File: src/rtl/mod_reg16_16to4.sv
// mod_reg16_16to4 -- output-side block serializer for the AES256 core.
//
// Captures a whole 16-byte cipher state in one cycle and presents it as four
// 32-bit words under a valid/pop handshake. Two block slots work as a
// ping-pong pair, so the core can deposit its next result while the previous
// one is still draining.
//
// Ports:
//   clk        clock, rising edge
//   resetn     asynchronous, active-high reset (1 = clear all state)
//   wr_en      load request; i is captured when wr_en=1 and reg_full=0
//   i          input block, byte k = i[k]
//   rd_en      pop request; consumes the current word when o_valid=1
//   o          current word w = {i[4w+3], i[4w+2], i[4w+1], i[4w]} of head block
//   o_valid    o holds a valid word
//   o_last     o is the final word of its block
//   reg_full   both slots occupied; loads are dropped
//   reg_empty  no slots occupied
module mod_reg16_16to4 #(
  parameter int N     = 16,
  parameter int WB    = 4,
  parameter int DEPTH = 2
) (
  input  logic                clk,
  input  logic                resetn,
  input  logic                wr_en,
  input  logic [N-1:0][7:0]   i,
  input  logic                rd_en,
  output logic [8*WB-1:0]     o,
  output logic                o_valid,
  output logic                o_last,
  output logic                reg_full,
  output logic                reg_empty
);

  localparam int NW = N / WB;
  localparam int WW = 8 * WB;
  localparam int IW = (NW > 1) ? $clog2(NW) : 1;

  // Block storage; contents are never reset, only the bookkeeping is.
  logic [N-1:0][7:0] slot_mem [0:DEPTH-1];

  logic          wr_ptr_reg,   wr_ptr_next;
  logic          rd_ptr_reg,   rd_ptr_next;
  logic [1:0]    count_reg,    count_next;
  logic [IW-1:0] word_idx_reg, word_idx_next;

  logic load;
  logic pop;
  logic pop_last;

  // Flags decode straight from the registered occupancy.
  assign reg_full  = (count_reg == 2'(DEPTH));
  assign reg_empty = (count_reg == 2'd0);
  assign o_valid   = !reg_empty;
  assign o_last    = o_valid && (word_idx_reg == IW'(NW - 1));

  // Handshake qualification: loads only into a free slot, pops only of a
  // valid word. Both use the pre-edge flags, so a full register rejects a
  // load even if the final pop of the head block happens in the same cycle.
  assign load     = wr_en && !reg_full;
  assign pop      = rd_en && o_valid;
  assign pop_last = pop && (word_idx_reg == IW'(NW - 1));

  // Word selection from the head block.
  logic [N-1:0][7:0] head_blk;
  logic [WW-1:0]     word_vec [0:NW-1];

  assign head_blk = slot_mem[rd_ptr_reg];

  genvar gi;
  generate
    for (gi = 0; gi < NW; gi++) begin : g_word
      assign word_vec[gi] = head_blk[gi*WB +: WB];
    end
  endgenerate

  // Forced to zero when nothing is held, which also covers the reset case.
  assign o = o_valid ? word_vec[word_idx_reg] : '0;

  always_comb begin
    count_next    = count_reg;
    wr_ptr_next   = wr_ptr_reg;
    rd_ptr_next   = rd_ptr_reg;
    word_idx_next = word_idx_reg;

    // Load and final pop together leave occupancy unchanged.
    case ({load, pop_last})
      2'b10:   count_next = count_reg + 2'd1;
      2'b01:   count_next = count_reg - 2'd1;
      default: count_next = count_reg;
    endcase

    if (load) begin
      wr_ptr_next = ~wr_ptr_reg;
    end

    if (pop_last) begin
      rd_ptr_next   = ~rd_ptr_reg;
      word_idx_next = '0;
    end else if (pop) begin
      word_idx_next = word_idx_reg + 1'b1;
    end
  end

  always_ff @(posedge clk or posedge resetn) begin
    if (resetn) begin
      count_reg    <= 2'd0;
      wr_ptr_reg   <= 1'b0;
      rd_ptr_reg   <= 1'b0;
      word_idx_reg <= '0;
    end else begin
      count_reg    <= count_next;
      wr_ptr_reg   <= wr_ptr_next;
      rd_ptr_reg   <= rd_ptr_next;
      word_idx_reg <= word_idx_next;
    end
  end

  always_ff @(posedge clk) begin
    if (load) begin
      slot_mem[wr_ptr_reg] <= i;
    end
  end

endmodule

File: config.mk
export PLATFORM = sky130hd
export DESIGN_NAME = mod_reg16_16to4
export DESIGN_NICKNAME = d
export VERILOG_FILES = /design/src/rtl/mod_reg16_16to4.sv
export SDC_FILE = /design/constraint.sdc
export NUM_CORES = 1
export LEC_CHECK = 0
export ABC_AREA = 1
export BUFFER_PORTS_ARGS = -buffer_cell sky130_fd_sc_hd__buf_2
export CAP_MARGIN = 5
export CORE_MARGIN = 5
export CORE_UTILIZATION = 50
export CTS_CLUSTER_SIZE = 20
export DETAILED_ROUTE_END_ITERATION = 6
export GPL_ROUTABILITY_DRIVEN = 1
export HOLD_SLACK_MARGIN = 0.15
export PLACE_DENSITY = 0.71
export REMOVE_ABC_BUFFERS = 1
export SLEW_MARGIN = 20
export SYNTH_ARGS = -nofsm -noshare
export SYNTH_HDL_FRONTEND = slang
export SYNTH_SLANG_ARGS = --single-unit
File: constraint.sdc
create_clock -name clk -period 7.65 [get_ports clk]
set_clock_uncertainty 0.1 [all_clocks]
set_input_delay 0.3825 -clock clk [delete_from_list [all_inputs] [get_ports clk]]
set_output_delay 0.3825 -clock clk [all_outputs]
set_load 0.05 [all_outputs]
==> results.cfg, run 1 <==
[outcome]
outcome = finished, final reports clean

[die]
die_w_um = 161
die_area_um2 = 26000
io_pins = 168
core_um2 = 22600
start_util_pct = 50.7
die_h_um = 161
rows = 55

[routing]
drc = 0
totalWireLength_um = 26300
drt.antenna.violating_nets = 0
drt_iter0_drc = 453
via_count = 8345
drtPass1Iterations = 5
via_per_inst = 4.81
wl_per_cell_um = 15.1

[sta]
min_period_ps = 3670
slew_violations = 0
final.setup.tns_ps = 0
worst_slew_pin_slew_ps = 1050
finalCritPeriodShare_pct = 47.9
hold_violations = 0
worst_slack_ps = 3980
rsz0062_at_grt = no
setup-violations-final = 0
max_freq_ghz = 0.273
whs_ps = 201
max_slew_margin_pct = 30.3

[worst_setup_path]
crit_required_ps = 7170
reg2reg_from = count_reg[0]
reg2reg_slack_ps = 4530
worst_setup_path_end_kind = output port
arrival_ps = 3180
crit_start = word_idx_reg[0]
r2r_end = slot_mem[1][57]
critPathLaunchType = flip-flop
rr_worst_depth = 4
cp_max_fo = 66
critical_path_class = reg2out

[logic_synthesis]
synth_xor_area_share_pct = 0.306
avgSynthCellArea_um2 = 10.0
synth.area.top_cells = edfxtp_1, nand2_1, inv_1
synth_cells = 1144
synth.area.mux_share_pct = 0
synth-compound-area-share_pct = 0.219
yosysWarnings = 0
synth_top_area_cell = edfxtp_1
synth_top_family_by_area = simple AND/OR/NAND/NOR gates
synth_simple_gate_area_share_pct = 19.9
syn-cell-area_um2 = 11400
yosysUniqueCellTypes = 15
synth_fa_ha_area_share_pct = 0.219
synth_top_area_share_pct = 67.2
synth_seq_area_share_pct = 68.5
synth_seq_cells = 262

[finish]
drive_gt1_share_pct = 15.3
largest_reg_flops = 256
final_net_count = 1562
num-fill-cells = 1748
diodes = 0
fin_cells = 1735
postLayoutCellArea_um2 = 14700
area_delta_synth_final_pct = 28.3

[placed_design]
placed_cell_area_um2 = 12500
numPortBuffers = 167
gp_congestion = 0.743
dp_hpwl_um = 14300
place_ws_ps = 4490
dp.cells = 1553

[grt]
grt_pass1_wl_um = 41800
grt_usage_pct = 19.9
grt_max_degree = 96
grt.overflow.total = 0
first_global_vias = 8420
antenna_found_initial = 0

[pwr]
ir_drop_uv = 244
leakage_nw = 6.88
power.density_nw_per_um2 = 397

[cts]
root_buffer = clkbuf_16
cts_max_level = 1
cts_resized = 0
cts_made_buffers = 28
holdBufCountCts = 130
clock_path_buffers = 3
clkTransAtPathRegs_ps = 60
clock_latency_ps = 530
clock-sinks = 262
cts_setup_buffers = 0
tritoncts = yes

[flow_run]
maxCapViolations = 0

[worst_hold_path]
worstHoldPathType = in2async
-- layout make-up --
class                           instances  area (um^2)  area share (%)
Clock buffer                           38          748            5.09
Clock inverter                         14          156            1.06
Inverter                              265          997            6.79
Multi-Input combinational cell        565         2380            16.2
Sequential cell                       262         7840            53.4
Tap cell                              285          357            2.43
Timing Repair Buffer                  306         2200            15.0
-- routing by layer --
| layer | vias to the layer above | GRT usage [%] | wire length, um |
|---|---|---|---|
| li1 | 4144 | - | - |
| met1 | 3908 | 25.5 | 10800 |
| met2 | 244 | 35.4 | 13300 |
| met3 | 49 | 3.32 | 1530 |
| met4 | 0 | 5.04 | 651 |
| met5 | - | 0 | 0 |
-- power breakdown --
part           internal, W  leakage, nW  switching (W)  total (W)
logic             0.000609         4.00        0.00184    0.00245
registers          0.00197         2.44       0.000105    0.00207
clock network     0.000786        0.436       0.000531    0.00132
-- per-stage QoR --
step,util [%],power (W)
4_1_cts,65.1,0.00589
5_1_grt,65.1,0.00620
6_report,65.1,0.00584
2_1_floorplan,-,0.00392
3_5_place_dp,55.3,0.00451
3_3_place_gp,55.3,0.00447
-- layout by cell type (no fill, tap or decap), types with 2 or more instances in the layout --
cell type        n
buf_2          167
buf_4            9
bufinv_16        3
clkbuf_1         9
clkbuf_16       28
clkinv_1         5
clkinv_2         3
dfrtp_1          3
dfrtp_2          2
dlygate4sd3_1  130
edfxtp_1       256
ha_1             2
inv_1          262
inv_2            2
nand2_1        323
nand3_1        161
nor2_1          68
nor2_4           2
o21ai_0          4
xor2_1           3
-- cells in the mapped netlist --
library cell  count
buf_1             3
nand2_1         323
dfrtp_1           6
buf_2            43
inv_2             1
ha_1              2
nand3_1         161
nor2_1           70
clkbuf_1          6
inv_1           264
edfxtp_1        256
xnor2_1           1
a21oi_1           1
o21ai_0           4
xor2_1            3
-- worst max path at each step --
stage / endpoint / slack [ps] / depth (start not counted)
after floorplan: slot_mem[0][0] / 960 / 3
after global placement: o[19] / 4510 / 8
after detailed placement: o[17] / 4490 / 8
after CTS: o[17] / 3920 / 8
after global routing: o[16] / 3720 / 8
final: o[17] / 3980 / 8
-- cells by family (layout without fill, tap and decap cells) --
logic type,count (synthesis),in the layout
fa+ha+maj,2,2
flops,262,262
xor+xnor,4,4
simple gates,554,554
buf+inv,317,623
compound gates,5,5
-- critical path: stages (launching register included) --
cell	delay, ps
dfrtp_2	380
buf_4	380
inv_2	560
buf_4	510
nand3_1	130
nand3_1	90
nand2_1	60
nor2_1	170
buf_2	290
(Power assumes the default switching activity.)
==> run 2: changes to the inputs <==
==> constraint.sdc (replaced) <==
create_clock -name clk -period 3.65 [get_ports clk]
set_clock_uncertainty 0.1 [all_clocks]
set_input_delay 0.1825 -clock clk [delete_from_list [all_inputs] [get_ports clk]]
set_output_delay 0.1825 -clock clk [all_outputs]
set_load 0.05 [all_outputs]
==> run 2 against run 1 <==
  * Flip-flop and latch count unchanged
  * Register-to-register slack worse by 3300 ps
  * Sequential share of layout area down 0.095 points
  * Critical path type unchanged
  * Largest power group unchanged
==> results.cfg, run 2 (synthesis gave the netlist of run 1 again) <==
[outcome]
outcome = finished, final reports clean

[finish]
num-fill-cells = 1702
diodes = 0
multi_input_area_um2 = 2380
final_net_count = 1567
area_delta_synth_final_pct = 28.5
fin_util_pct = 65.2
largest_reg_flops = 256
layout_commonest_cell = nand2_1
drive_gt1_share_pct = 15.6
regArea_um2 = 7840
fin_cells = 1736
layout_common_cells = nand2_1, inv_1, edfxtp_1, buf_2, nand3_1

[sta]
max_slew_margin_pct = 36.4
finalCritPeriodShare_pct = 80.8
slew_violations = 0
hold_violations = 0
rsz0062_at_grt = no
max_freq_ghz = 0.339
min_period_ps = 2950
worst_slew_pin_slew_ps = 953
setup-violations-final = 0
worst_slack_ps = 702

[routing]
wl_per_cell_um = 14.7
drtPass1Iterations = 5
via_count = 8299
via_per_inst = 4.78
drt_iter0_drc = 580
totalWireLength_um = 25600
drc = 0
drt.antenna.violating_nets = 0

[worst_setup_path]
reg2reg_slack_ps = 1270
crit_required_ps = 3370
cpMaxStageDelayCell = inv_4
cpLargestDelayFamily = buffers and inverters
reg2reg_from = word_idx_reg[0]
cp_cell_sequence = inv_4 > buf_12 > nand2_1 > nand3_1 > nand2_1 > nor2_1 > nor2_1 > buf_2
worst_setup_path_end_kind = output port
r2r_end = count_reg[1]
cp_max_fo = 86
critical_path_class = reg2out
rr_worst_depth = 8
cpPeakStageDelay_ps = 700
arrival_ps = 2670
critPathLaunchType = flip-flop
path_buf_inv = 3

[grt]
grt_pass1_wl_um = 41000
first_global_vias = 8246
grt_usage_pct = 19.5
grt.overflow.total = 0
antenna_found_initial = 0
grt_max_degree = 87

[pwr]
p_int_w = 0.00696
leakage_nw = 6.90
seqPwrFrac_pct = 35.2
p_switching_w = 0.00517
p_comb_share_pct = 43.6
power.density_nw_per_um2 = 825
p_clk_share_pct = 21.2
ir_drop_uv = 605
power_w = 0.0121
switching_share_pct = 42.6

[die]
die_w_um = 161
start_util_pct = 50.7
die_area_um2 = 26000
io_pins = 168
core_um2 = 22600
die_h_um = 161
rows = 55

[worst_hold_path]
hp-start = i[7]
holdPathEnd = slot_mem[1][7]
hold-path-cell-count = 2
worstHoldPathType = in2reg

[placed_design]
numPortBuffers = 167
gp_congestion = 0.777
dp.cells = 1557
place_ws_ps = 1220
dp_hpwl_um = 13500

[cts]
cts_made_buffers = 27
cts_max_level = 1
cts_resized = 0
tritoncts = yes
clock-sinks = 262
clock_path_buffers = 3
root_buffer = clkbuf_16
clkTransAtPathRegs_ps = 60
clock_latency_ps = 520
cts_setup_buffers = 0

[flow_run]
maxCapViolations = 0
==> run 2: changes by cell type in the layout (fill, tap and decap cells not counted) <==
cell and delta:
clkbuf_16 -1, clkbuf_1 -3, dlygate4sd3_1 +2, clkinv_8 -1
clkinv_2 +5, bufinv_16 -1, buf_12 +5, clkbuf_8 -1
buf_4 -1, clkinv_1 -2, clkinvlp_4 -1
==> run 2: final cells by class <==
cell class                      count  share of cell area, %
Sequential cell                   262                   53.3
Clock inverter                     14                  0.816
Timing Repair Buffer              312                   15.7
Inverter                          265                   6.78
Clock buffer                       33                   4.74
Multi-Input combinational cell    565                   16.2
Tap cell                          285                   2.42
==> run 2: power groups by stage <==
stage / logic, W / registers (W) / clock network (W)
2_1_floorplan: 0.00351 / 0.00471 / 0
3_3_place_gp: 0.00514 / 0.00431 / 0
3_5_place_dp: 0.00519 / 0.00433 / 0
4_1_cts: 0.00532 / 0.00427 / 0.00262
5_1_grt: 0.00583 / 0.00433 / 0.00276
6_report: 0.00529 / 0.00427 / 0.00257
==> run 2: through the flow <==
step                      TNS [ps]  hold WS (ps)  area, um^2
final                            0           276       14700
after global routing             0           268       14700
after CTS                        0           256       14700
after detailed placement         0          14.6       12600
after global placement           0          10.1       12600
after floorplan            -825090          -127       11200
==> run 2: how the worst max path moves through the flow <==
stage	start	end	slack [ps]	cells after the start
floorplan	count_reg[1]	slot_mem[0][0]	-3040	3
global placement	rd_ptr_reg	o[26]	1250	8
detailed placement	rd_ptr_reg	o[26]	1220	8
CTS	rd_ptr_reg	o[26]	660	8
global route	rd_ptr_reg	o[7]	490	8
finish	rd_ptr_reg	o[27]	700	8
==> run 2: worst register-to-register path: cells and delay by family, from the launching register on <==
kind / cells / cell delay, ps
AND/OR/NAND/NOR: 1 / 100
AO/OA/AOI/OAI: 2 / 260
buffers and inverters: 2 / 750
flip-flops: 1 / 360
adder cells (fa/ha/maj): 2 / 550
XOR/XNOR: 1 / 160
==> run 2: per-layer routing <==
metal | up-vias | part of all wire, % | track usage (%)
met5 | - | 0 | 0
met4 | 0 | 2.0 | 4.50
met3 | 43 | 6.3 | 3.27
met2 | 251 | 50 | 34.7
met1 | 3858 | 42 | 25.3
li1 | 4147 | - | -
==> run 2: what timing repair did <==
item	4_1_cts	5_1_grt
hold buffers	132	0
hold endpoints to repair	266	0
setup endpoints to repair	0	0
